===== src/rtl/sb_pkg.sv =====
// Shared simplebus definitions.
// Used by both the receive and transmit sides of the line.
package sb_pkg;

  typedef enum logic [1:0] {
    SB_RX_IDLE,
    SB_RX_DATA,
    SB_RX_STOP
  } sb_rx_state_t;

  localparam logic SB_IDLE_LEVEL  = 1'b0;
  localparam logic SB_START_LEVEL = 1'b1;
  localparam logic SB_STOP_LEVEL  = 1'b0;

endpackage


===== src/rtl/sb_sync.sv =====
// Line synchroniser: a chain of STAGES flops.
// With STAGES=0 the input passes straight through.
module sb_sync #(
  parameter int STAGES = 0
) (
  input  logic clk,
  input  logic rst_n,
  input  logic d,
  output logic q
);

  generate
    if (STAGES == 0) begin : g_pass
      logic unused_ok;
      assign unused_ok = clk ^ rst_n;
      assign q = d;
    end else begin : g_ff
      logic [STAGES-1:0] ff;
      always_ff @(posedge clk) begin
        if (!rst_n) begin
          ff <= '0;
        end else begin
          ff[0] <= d;
          for (int i = 1; i < STAGES; i++) begin
            ff[i] <= ff[i-1];
          end
        end
      end
      assign q = ff[STAGES-1];
    end
  endgenerate

endmodule


===== src/rtl/sb_line_deser.sv =====
// Simplebus receive deserialiser: framer, shift register
// and one-deep holding register with error flags.
module sb_line_deser
  import sb_pkg::*;
#(
  parameter int WIDTH       = 8,
  parameter int SYNC_STAGES = 0
) (
  input  logic             clk,
  input  logic             rst_n,
  input  logic             line_in,
  output logic [WIDTH-1:0] out_data,
  output logic             out_valid,
  input  logic             out_ready,
  output logic             busy,
  output logic             frame_err,
  output logic             overflow,
  input  logic             err_clr
);

  localparam int CW = $clog2(WIDTH);
  localparam logic [CW-1:0] LAST = CW'(WIDTH - 1);

  logic             s;
  sb_rx_state_t     state_q;
  sb_rx_state_t     next_state;
  logic [CW-1:0]    count_q;
  logic [WIDTH-1:0] shreg_q;
  logic [WIDTH-1:0] data_q;
  logic             valid_q;
  logic             ferr_q;
  logic             ovf_q;
  logic             complete;
  logic             bad_stop;
  logic             drain;

  sb_sync #(
    .STAGES(SYNC_STAGES)
  ) u_sync (
    .clk  (clk),
    .rst_n(rst_n),
    .d    (line_in),
    .q    (s)
  );

  always_comb begin
    next_state = state_q;
    complete   = 1'b0;
    bad_stop   = 1'b0;
    unique case (state_q)
      SB_RX_IDLE: begin
        if (s == SB_START_LEVEL) next_state = SB_RX_DATA;
      end
      SB_RX_DATA: begin
        if (count_q == LAST) next_state = SB_RX_STOP;
      end
      SB_RX_STOP: begin
        next_state = SB_RX_IDLE;
        if (s == SB_STOP_LEVEL) complete = 1'b1;
        else                    bad_stop = 1'b1;
      end
      default: next_state = SB_RX_IDLE;
    endcase
  end

  assign drain = valid_q && out_ready;

  always_ff @(posedge clk) begin
    if (!rst_n) begin
      state_q <= SB_RX_IDLE;
      count_q <= '0;
      shreg_q <= '0;
      data_q  <= '0;
      valid_q <= 1'b0;
      ferr_q  <= 1'b0;
      ovf_q   <= 1'b0;
    end else begin
      state_q <= next_state;
      ferr_q  <= bad_stop;
      if (state_q == SB_RX_DATA) begin
        shreg_q[count_q] <= s;
        count_q <= count_q + CW'(1);
      end else begin
        count_q <= '0;
      end
      // A completing word may replace one being drained this edge.
      if (complete && (!valid_q || out_ready)) begin
        data_q  <= shreg_q;
        valid_q <= 1'b1;
      end else if (drain) begin
        valid_q <= 1'b0;
      end
      if (complete && valid_q && !out_ready) ovf_q <= 1'b1;
      else if (err_clr)                      ovf_q <= 1'b0;
    end
  end

  assign out_data  = data_q;
  assign out_valid = valid_q;
  assign busy      = (state_q != SB_RX_IDLE);
  assign frame_err = ferr_q;
  assign overflow  = ovf_q;

endmodule


===== config.mk =====
export PLATFORM = sky130hd
export DESIGN_NAME = sb_line_deser
export DESIGN_NICKNAME = d
export VERILOG_FILES = /design/src/rtl/sb_pkg.sv /design/src/rtl/sb_sync.sv /design/src/rtl/sb_line_deser.sv
export SDC_FILE = /design/constraint.sdc
export NUM_CORES = 1
export LEC_CHECK = 0
export CORE_UTILIZATION = 34
export CTS_CLUSTER_SIZE = 14
export DETAILED_ROUTE_END_ITERATION = 6
export GPL_TIMING_DRIVEN = 0
export PLACE_DENSITY = 0.64
export SETUP_SLACK_MARGIN = 0.4
export SYNTH_ARGS = -nofsm -noshare
export SYNTH_HDL_FRONTEND = slang
export SYNTH_SLANG_ARGS = --single-unit

===== constraint.sdc =====
create_clock -name clk -period 1.4 [get_ports clk]
set_input_delay 0.21 -clock clk [delete_from_list [all_inputs] [get_ports clk]]
set_output_delay 0.21 -clock clk [all_outputs]
set_load 0.1 [all_outputs]

==> impl_metrics.yaml <==
floorplan:
  start_util_pct: 36.9
  die_height_microns: 54.3
  die-area_sq_mm: 0.00295
  fp.dieW_microns: 54.3
  core_area_sq_mm: 0.00252
  rows: 18
  ios: 17
drt:
  viasPerCell: 4.84
  dr.pass1.iters: 2
  route.detailed.wl_per_inst_microns: 12.8
  ant_nets: 0
  vias: 711
  wl_microns: 1880
  drc: 0
  drt-initial-drc-count: 2
sta:
  skew_ns: 0.00433
  hold_viol: 0
  setup_viol: 0
  fin_crit_sh_pct: 93.2
  setup_slack_ns: 0.0956
  fmax_ghz: 0.767
  tns_ns: 0
  min_period_ns: 1.30
  max-slew-margin-rel_pct: 83.3
  rsz0062_at_grt: "true"
  drv_slew: 0
  tightest_slew_ns: 0.251
yosys:
  synth_area_sq_um: 930
  ys_seq_area_share_pct: 51.7
  synth_cell_types: 24
  yosys-top-cells-count: "24 x dfxtp_1, 17 x nand2_1, 16 x mux2i_1"
  synth_top_area_share_pct: 51.7
  synthCells: 90
  synth_edf_count: 0
  synth_top_cells_by_area: "dfxtp_1 52%, mux2i_1 17%, nand2_1 6.9%"
  yosysMostFrequentCell: "dfxtp_1"
  yosysWarnings: 0
  yosys.area.top_type: "dfxtp_1"
  ys.flop_type: "dfxtp_1"
  synth_nets: 97
  syn_area_per_cell_sq_um: 10.3
  async_flop_share_pct: 0
  synth_seq_cells: 24
clocking:
  clk_path_buf_depth: 2
  cts_max_level: 1
  cts_sinks: 24
  clkTransAtPathRegs_ns: 0.12
  numCtsBuffers: 3
  cts_tree: "built"
  cts-hold-fix-buffers: 0
  cts_root_buf: "clkbuf_4"
  clk_latency_ns: 0.31
global_routing:
  grt_pass1_wl_microns: 3220
  antenna_found_initial: 0
  grt_use_total_pct: 16.0
  grt_max_degree: 14
  grt_pass1_vias: 692
  globalRouteOverflowTotal: 0
worst_setup_path:
  reg2reg_slack_ns: 0.19
  cp_max_fo: 2
  reg2reg_depth: 5
  cp.arrival_ns: 1.09
  setup.worst_path.class: "reg -> out"
  crit_path_start: "state_q[0]"
  reg2reg_to: "out_data[0]"
  start_kind: "flop"
  worstSetupEndpointType: "output pin"
  required_ns: 1.19
  r2r_start: "state_q[0]"
  cp-endpoint: "busy"
outcome:
  outcome: "complete, no violations"
place:
  port_buffers: 16
  routabilityCongestion: 0.764
  place_ws_ns: -0.480
  dp_hpwl_microns: 1180
pwr:
  p_per_area_mw_per_mm2: 738
  power_w: 0.00111
  leakage_nw: 0.642
  irDropWorstVdd_mv: 0.399
cells_and_area:
  nFillCells: 223
  post-route-util_pct: 59.7
  layout.nets: 125
  n_antenna_cell: 0
  area_growth_pct: 61.9
  multiInputGateArea_sq_um: 549
  drive_gt1_share_pct: 46.2
  regArea_sq_um: 515
worst_hold_path:
  hold_path_class: "reg -> reg"
run:
  maxCapViolations: 0
[per-layer routing]
metal	up-vias	part of all wire [%]	global-route usage, %
li1	368	-	-
met1	326	46	19.7
met2	13	50	26.6
met3	4	3.0	2.78
met4	0	1.7	7.69
met5	-	0	0
[timing repair]
item                                    4_1_cts  5_1_grt
cloned                                        0        0
endpoints found under the hold margin         0        0
setup buffers                                 6        1
endpoints found under the setup margin       33       35
resized for setup                           129        1
pin swaps                                     5        2
[cell type report]
class | instances | share of cell area, %
Inverter | 1 | 0.249
Sequential cell | 24 | 34.2
Multi-Input combinational cell | 62 | 36.5
Tap cell | 30 | 2.49
Timing Repair Buffer | 23 | 23.2
Clock buffer | 4 | 1.75
Buffer | 3 | 1.58
[through the flow]
| stage | std cells | cell area (sq um) | hold slack, ns |
|---|---|---|---|
| CTS | 146 | 1490 | 0.475 |
| global placement | 136 | 1200 | 0.443 |
| floorplan | 90 | 1000 | 0.369 |
| global route | 147 | 1510 | 0.486 |
| finish | 147 | 1510 | 0.469 |
| detailed placement | 136 | 1200 | 0.455 |
[how the worst min path moves through the flow]
stage	startpoint	to	slack, ns	cells past startpoint
after floorplan	rst_n	overflow	0.37	2
after global placement	out_data[5]	out_data[5]	0.44	2
after detailed placement	out_data[7]	out_data[7]	0.45	2
after CTS	shreg_q[6]	out_data[6]	0.48	2
after global routing	shreg_q[6]	out_data[6]	0.49	2
final	shreg_q[7]	out_data[7]	0.47	2
[registers in the layout (all words and copies together) (netlist names)]
name / flops
out_data: 8
frame_err: 1
out_valid: 1
shreg_q: 8
overflow: 1
state_q: 2
count_q: 3
[kinds of logic (layout without fill, tap and decap cells)]
logic type               count (synthesis)  after routing  share of synthesized area, %
buffers and inverters                    4             31                          1.88
AND/OR/NAND/NOR                         42             42                          25.0
AO/OA/AOI/OAI                            2              2                          1.48
adder cells (fa/ha/maj)                  2              2                          2.69
multiplexers                            16             16                          17.2
flip-flops                              24             24                          51.7
[cell usage in the layout, fill, tap and decap left out, types with 2 or more instances in the layout]
| cell | instances |
|---|---|
| and3_1 | 3 |
| buf_12 | 13 |
| buf_4 | 6 |
| buf_6 | 2 |
| clkbuf_4 | 3 |
| clkdlybuf4s50_1 | 4 |
| dfxtp_1 | 8 |
| dfxtp_2 | 10 |
| dfxtp_4 | 6 |
| ha_4 | 2 |
| mux2i_1 | 16 |
| nand2_1 | 16 |
| nand3b_1 | 2 |
| nand4b_1 | 2 |
| nor2_1 | 4 |
| nor3b_4 | 2 |
[where the power goes]
part / switching (W) / internal (W)
registers: 0.00000709 / 0.000681
logic: 0.0000643 / 0.0000536
clock network: 0.000193 / 0.000111
total: 0.000265 / 0.000845
[critical path, stage by stage, from the launching register on]
cell	delay, ns
dfxtp_4	0.36
or2_4	0.26
buf_12	0.17
Note: power is estimated with default switching activity, not from simulation.
